**src/rtl/mips_pkg.sv**
```systemverilog
// Shared types and constants for the MIPS pipeline stages.
package mips_pkg;

  localparam int DATA_W  = 32;
  localparam int REG_AW  = 5;
  localparam int ALUOP_W = 4;

  localparam logic [REG_AW-1:0] REG_ZERO = '0;

  // Decoded control that travels with an instruction down the pipe.
  typedef struct packed {
    logic               reg_write;
    logic               mem_read;
    logic               mem_write;
    logic               mem_to_reg;
    logic               alu_src;
    logic [ALUOP_W-1:0] alu_op;
  } ctrl_t;

  localparam ctrl_t CTRL_BUBBLE = '0;

  // Full ID/EX pipeline register contents.
  typedef struct packed {
    logic              valid;
    logic [DATA_W-1:0] pc;
    logic [DATA_W-1:0] imm;
    logic [DATA_W-1:0] rs_data;
    logic [DATA_W-1:0] rt_data;
    logic [REG_AW-1:0] rs;
    logic [REG_AW-1:0] rt;
    logic [REG_AW-1:0] dst;
    ctrl_t             ctrl;
  } idex_t;

  // A bubble is all-zero so it can never write a register or memory.
  localparam idex_t IDEX_BUBBLE = '{
    valid:   1'b0,
    pc:      '0,
    imm:     '0,
    rs_data: '0,
    rt_data: '0,
    rs:      '0,
    rt:      '0,
    dst:     '0,
    ctrl:    CTRL_BUBBLE
  };

endpackage

```
**src/rtl/load_use_detect.sv**
```systemverilog
// Load-use hazard detector: the instruction in ID reads a register that the
// load currently in EX has not produced yet. Loads to $0 are harmless.
module load_use_detect
  import mips_pkg::*;
(
  input  logic              ex_valid_i,
  input  logic              ex_mem_read_i,
  input  logic [REG_AW-1:0] ex_dst_i,
  input  logic              id_valid_i,
  input  logic [REG_AW-1:0] id_rs_i,
  input  logic [REG_AW-1:0] id_rt_i,
  input  logic              id_uses_rs_i,
  input  logic              id_uses_rt_i,
  output logic              load_use_o
);

  logic rs_hit;
  logic rt_hit;

  assign rs_hit = id_uses_rs_i & (id_rs_i == ex_dst_i);
  assign rt_hit = id_uses_rt_i & (id_rt_i == ex_dst_i);

  assign load_use_o = ex_valid_i & ex_mem_read_i & (ex_dst_i != REG_ZERO)
                    & id_valid_i & (rs_hit | rt_hit);

endmodule

```
**src/rtl/id_ex_stage.sv**
```systemverilog
// ID/EX pipeline register with load-use stall, branch flush, memory-stall
// hold and a saturating bubble counter.
module id_ex_stage
  import mips_pkg::*;
#(
  parameter int CNT_W = 16
) (
  input  logic               clk,
  input  logic               reset,
  input  logic               id_valid,
  input  logic [DATA_W-1:0]  id_pc,
  input  logic [DATA_W-1:0]  id_imm,
  input  logic [DATA_W-1:0]  id_rs_data,
  input  logic [DATA_W-1:0]  id_rt_data,
  input  logic [REG_AW-1:0]  id_rs,
  input  logic [REG_AW-1:0]  id_rt,
  input  logic               id_uses_rs,
  input  logic               id_uses_rt,
  input  logic [REG_AW-1:0]  id_dst,
  input  logic               id_reg_write,
  input  logic               id_mem_read,
  input  logic               id_mem_write,
  input  logic               id_mem_to_reg,
  input  logic               id_alu_src,
  input  logic [ALUOP_W-1:0] id_alu_op,
  input  logic               ex_flush,
  input  logic               mem_stall,
  output logic               id_stall,
  output logic               ex_valid,
  output logic [DATA_W-1:0]  ex_pc,
  output logic [DATA_W-1:0]  ex_imm,
  output logic [DATA_W-1:0]  ex_rs_data,
  output logic [DATA_W-1:0]  ex_rt_data,
  output logic [REG_AW-1:0]  ex_rs,
  output logic [REG_AW-1:0]  ex_rt,
  output logic [REG_AW-1:0]  ex_dst,
  output logic               ex_reg_write,
  output logic               ex_mem_read,
  output logic               ex_mem_write,
  output logic               ex_mem_to_reg,
  output logic               ex_alu_src,
  output logic [ALUOP_W-1:0] ex_alu_op,
  output logic [CNT_W-1:0]   bubble_count
);

  idex_t            ex_q, ex_d;
  idex_t            id_bundle;
  logic [CNT_W-1:0] bubble_cnt_q, bubble_cnt_d;
  logic             count_bubble;
  logic             load_use;

  assign id_bundle = '{
    valid:   1'b1,
    pc:      id_pc,
    imm:     id_imm,
    rs_data: id_rs_data,
    rt_data: id_rt_data,
    rs:      id_rs,
    rt:      id_rt,
    dst:     id_dst,
    ctrl:    '{reg_write:  id_reg_write,
               mem_read:   id_mem_read,
               mem_write:  id_mem_write,
               mem_to_reg: id_mem_to_reg,
               alu_src:    id_alu_src,
               alu_op:     id_alu_op}
  };

  load_use_detect u_load_use_detect (
    .ex_valid_i    (ex_q.valid),
    .ex_mem_read_i (ex_q.ctrl.mem_read),
    .ex_dst_i      (ex_q.dst),
    .id_valid_i    (id_valid),
    .id_rs_i       (id_rs),
    .id_rt_i       (id_rt),
    .id_uses_rs_i  (id_uses_rs),
    .id_uses_rt_i  (id_uses_rt),
    .load_use_o    (load_use)
  );

  // A flushed ID instruction is discarded upstream, so flush releases the stall.
  assign id_stall = ~reset & ~ex_flush & (mem_stall | load_use);

  // Next EX contents by priority: flush, memory hold, load-use bubble, capture.
  always_comb begin
    // NOTE: every output of this block gets a default first so no latch is inferred.
    ex_d         = ex_q;
    count_bubble = 1'b0;
    if (ex_flush) begin
      ex_d         = IDEX_BUBBLE;
      count_bubble = 1'b1;
    end else if (mem_stall) begin
      ex_d = ex_q;
    end else if (load_use) begin
      ex_d         = IDEX_BUBBLE;
      count_bubble = 1'b1;
    end else if (id_valid) begin
      ex_d = id_bundle;
    end else begin
      ex_d = IDEX_BUBBLE;
    end
  end

  // Saturating bubble counter: holds at all-ones instead of wrapping.
  always_comb begin
    bubble_cnt_d = bubble_cnt_q;
    if (count_bubble && (bubble_cnt_q != {CNT_W{1'b1}})) begin
      bubble_cnt_d = bubble_cnt_q + 1'b1;
    end
  end

  // Pipeline register and counter with synchronous reset.
  always_ff @(posedge clk) begin
    // NOTE: non-blocking assignments so every register samples pre-edge values.
    if (reset) begin
      ex_q         <= IDEX_BUBBLE;
      bubble_cnt_q <= '0;
    end else begin
      ex_q         <= ex_d;
      bubble_cnt_q <= bubble_cnt_d;
    end
  end

  assign ex_valid      = ex_q.valid;
  assign ex_pc         = ex_q.pc;
  assign ex_imm        = ex_q.imm;
  assign ex_rs_data    = ex_q.rs_data;
  assign ex_rt_data    = ex_q.rt_data;
  assign ex_rs         = ex_q.rs;
  assign ex_rt         = ex_q.rt;
  assign ex_dst        = ex_q.dst;
  assign ex_reg_write  = ex_q.ctrl.reg_write;
  assign ex_mem_read   = ex_q.ctrl.mem_read;
  assign ex_mem_write  = ex_q.ctrl.mem_write;
  assign ex_mem_to_reg = ex_q.ctrl.mem_to_reg;
  assign ex_alu_src    = ex_q.ctrl.alu_src;
  assign ex_alu_op     = ex_q.ctrl.alu_op;
  assign bubble_count  = bubble_cnt_q;

endmodule

```
**config.mk**
```make
export PLATFORM = sky130hd
export DESIGN_NAME = id_ex_stage
export DESIGN_NICKNAME = d
export VERILOG_FILES = /design/src/rtl/mips_pkg.sv /design/src/rtl/load_use_detect.sv /design/src/rtl/id_ex_stage.sv
export SDC_FILE = /design/constraint.sdc
export NUM_CORES = 1
export LEC_CHECK = 0
export ABC_AREA = 1
export CAP_MARGIN = 15
export CORE_AREA = 2 2 134 136
export DETAILED_ROUTE_END_ITERATION = 10
export DIE_AREA = 0 0 136 138
export PLACE_DENSITY_LB_ADDON = 0.08
export SYNTH_ARGS = -nofsm -noshare
export SYNTH_HDL_FRONTEND = slang
export SYNTH_SLANG_ARGS = --single-unit
```
**constraint.sdc**
```tcl
create_clock -name clk -period 1.8 [get_ports clk]
set_input_delay 0.36 -clock clk [delete_from_list [all_inputs] [get_ports clk]]
set_output_delay 0.36 -clock clk [all_outputs]
set_load 0.01 [all_outputs]
```
==> results <==
- The net count reported at finish is 1364.
- Across the VDD grid, the largest voltage drop is 0.678 mV.
- The number of clock buffers added by TritonCTS is 17.
- The synthesized cell area is 0.00697 sq mm.
- Setup repair after global routing could not meet its margin everywhere.
- The routed design has 24.6 mm of wire.
- The tool flagged a number of max-cap violations equal to 0.
- Global routing finished with a remaining overflow of 0.
- At the worst endpoint, the required time is 1.44 ns.
- The effective utilization at floorplan is 0.398.
- The cell type contributing the most total cell area after synthesis is sky130_fd_sc_hd__dfxtp_1.
- The total count of max-transition violations in the final report came to 0.
- The average instance in the mapped netlist occupies 7.71 sq um.
- The CTS root buffer is sky130_fd_sc_hd__clkbuf_16.
- The die area is 0.0188 sq mm.
- The largest single stage delay on the critical path is 0.39 ns.
- The utilization of the core after routing is 0.640.
- After detailed routing, the average wire length per cell comes to 17.1 um.
- The flow ran to the end, but the final reports show violations.
- The top cell types in the final layout, fill and taps aside, are sky130_fd_sc_hd__clkdlybuf4s50_1 (303), sky130_fd_sc_hd__nand2_1 (205), sky130_fd_sc_hd__a21oi_1 (169).
- The yosys synthesis warning count is 0.
- The row count is 49.
- Setup violations remaining at the end of the flow were counted as 15.
- The worst hold path belongs to the class in -> reg.
- By area the synthesized netlist is led by sky130_fd_sc_hd__dfxtp_1 (49%), sky130_fd_sc_hd__nand4_1 (14%), sky130_fd_sc_hd__a21oi_1 (12%), sky130_fd_sc_hd__nand2_1 (11%), sky130_fd_sc_hd__clkbuf_1 (2.0%).
- The number of diodes is 0.
- After clock tree synthesis, the clock-pin slew on the worst setup and hold paths is 0.06 ns.
- The critical path goes through inv_4, nand2_2, nand2_2, nor2_2, nand3_1, nand2_2, nand2_4, a21oi_4, buf_6.
- The detail route stage leaves a number of antenna-violating nets equal to 0.
- The setup slack after placement is -0.724 ns.
- The number of violations reported at the end of detailed-routing iteration 0 is 489.
- The leading cell type in the layout, fill and taps excluded is sky130_fd_sc_hd__clkdlybuf4s50_1.
- The largest net degree at the start of global routing is 154.
- The number of cell instances on the worst register-to-register path is 10.
- The count of TritonRoute iterations in the first routing pass is 5.
- The power after layout is 8.38 mW.
- The die outline height is 138 um.
- Across all setup checks in the final design, the least slack found is -0.139 ns.
- The number of distinct standard cells referenced by the synthesized netlist is 23.
- The most numerous cell type found on the critical path is sky130_fd_sc_hd__nand2_2.
- The initial antenna violation count is 1.
- Across all layers, the routed design uses 7547 vias.
- The clock network latency to the later pin of the worst-skew pair is 0.43 ns.
- The via count of the first global-routing pass is 6768.
- The area growth from synthesis to layout is 60.9%.
- The final number of hold-violating endpoints is 0.
- In the finished design, the share of the clock period the worst path needs comes to 1.08.
- Timing would allow up to 0.516 GHz.
- The share of Yosys cell area claimed by the top area cell type is 0.485.
- The arrival time of the worst setup path is 1.58 ns.
- The clock passes through at most 2 buffers.
- Clock skew on the completed layout was measured at 0.00806 ns.
- The worst slew margin relative to its limit is 0.491.
- Counting every instance in the synthesized netlist gives 905.
- Once detailed placement completed, the half-perimeter wirelength came to 14.9 mm.
- The ratio of cells with drive above 1 in the final layout is 0.0946.
- The I/O pin count is 329.
- Synthesis inferred 169 register bits.
- At the end of routability-driven placement, the weighted congestion stood at 0.832.
- The largest fanout of any net on the critical path is 5.
- For this run, the total global-route usage over all layers was measured as 0.246.
- Summed over all cells, the static leakage comes to 4.12 nW.
- The chip width is 136 um.
- For this design the ratio of total power to cell area is 747 mW/mm^2.
- STA classifies the critical path endpoint as an output pin.
- Buffers placed on the I/O ports in this run total 328.
- The first global-routing pass estimated 37.0 mm of wire.
- TritonCTS built the clock tree.
- In this run the number of H-tree levels came out at 4.
- The startpoint type of the worst setup path is a register.
- The average vias per placed instance is 5.22.
- The start-to-end type of the worst setup path is reg -> out.
- The share of the Yosys chip area taken by registers is 0.485.
- At the pin with the least slew margin, the transition time is 0.764 ns.
- The total negative slack for setup checks is -0.208 ns.
- Along the worst hold path, the cell count comes to 3.
- The post-detailed-route DRC marker count is 0.
- The final reports fail on setup timing.
- The clock net in this run drives a total of 169 sinks.
- For this design, the CTS-stage hold fixing added 0 buffers.
- The worst-path cell with the longest stage delay is sky130_fd_sc_hd__dfxtp_4.
- The worst path in the final design needs a cycle of 1.94 ns, including I/O delays and setup.
- The standard cell core area is 0.0175 sq mm.
- On the final layout, the worst hold slack is 0.275 ns.
- The net count of the mapped netlist is 1065.
[cells in the mapped netlist]
library cell,count
sky130_fd_sc_hd__nor2_2,3
sky130_fd_sc_hd__buf_6,10
sky130_fd_sc_hd__inv_1,29
sky130_fd_sc_hd__a21oi_1,170
sky130_fd_sc_hd__buf_1,18
sky130_fd_sc_hd__nand2_2,9
sky130_fd_sc_hd__a211oi_1,1
sky130_fd_sc_hd__nand3b_1,1
sky130_fd_sc_hd__nor2_1,33
sky130_fd_sc_hd__nand2_4,1
sky130_fd_sc_hd__clkbuf_1,37
sky130_fd_sc_hd__ha_1,1
sky130_fd_sc_hd__nand4_1,154
sky130_fd_sc_hd__nand3_1,21
sky130_fd_sc_hd__nor3_1,2
sky130_fd_sc_hd__nor2_4,1
sky130_fd_sc_hd__nor4_1,1
sky130_fd_sc_hd__inv_2,7
sky130_fd_sc_hd__buf_4,1
sky130_fd_sc_hd__buf_2,22
sky130_fd_sc_hd__dfxtp_1,169
sky130_fd_sc_hd__nand2_1,209
sky130_fd_sc_hd__nand3_2,5
[repair_timing]
item | CTS | global route
gates resized for setup | 34 | 23
setup buffers | 0 | 0
pin swaps | 4 | 10
endpoints found under the setup margin | 160 | 162
cloned | 1 | 3
[worst max-delay path, delay by kind of cell, from the launching register on]
| kind | cells | cell delay (ns) |
|---|---|---|
| simple gates | 6 | 0.46 |
| flops | 1 | 0.39 |
| buf+inv | 2 | 0.18 |
| compound gates | 1 | 0.13 |
[power breakdown]
group          switching, mW  internal, mW  leakage (nW)
Clock                   1.53          1.97         0.262
Sequential            0.0409          3.81          1.37
Combinational          0.468         0.555          2.49
Total                   2.04          6.34          4.12
[routing by layer]
layer / part of all wire / global-route usage
met2: 0.48 / 0.391
met5: 0.00045 / 0
met1: 0.41 / 0.306
met4: 0.029 / 0.0970
met3: 0.082 / 0.0843
[worst paths after layout]
path | from | end | slack, ns
max | ex_dst[3] | id_stall | -0.14
min | id_rs[2] | ex_rs[2] | 0.27
max reg2reg | ex_dst[4] | ex_rs_data[25] | -0.01
min reg2reg | ex_alu_src | ex_alu_src | 0.46
[cells by family after synthesis]
family | synth area share
AND/OR/NAND/NOR | 0.308
AO/OA/AOI/OAI | 0.123
flip-flops | 0.485
buffers and inverters | 0.0820
adder cells (fa/ha/maj) | 0.00179
[metrics by stage]
step | instances | cell area [sq um]
after global routing | 1445 | 11200
after detailed placement | 1410 | 10500
after floorplan | 905 | 6970
final | 1445 | 11200
after global placement | 1410 | 10500
after CTS | 1442 | 11100
[final cells by class]
type / instances / area (sq um)
multi-input cells: 612 / 3060
fillers: 1604 / 6310
clock buffers: 21 / 460
inverters: 36 / 143
clock inverters: 10 / 96.3
well taps: 229 / 287
flip-flops and latches: 169 / 3400
repair buffers: 368 / 3770
No activity file was read; power rests on OpenSTA's default activity.
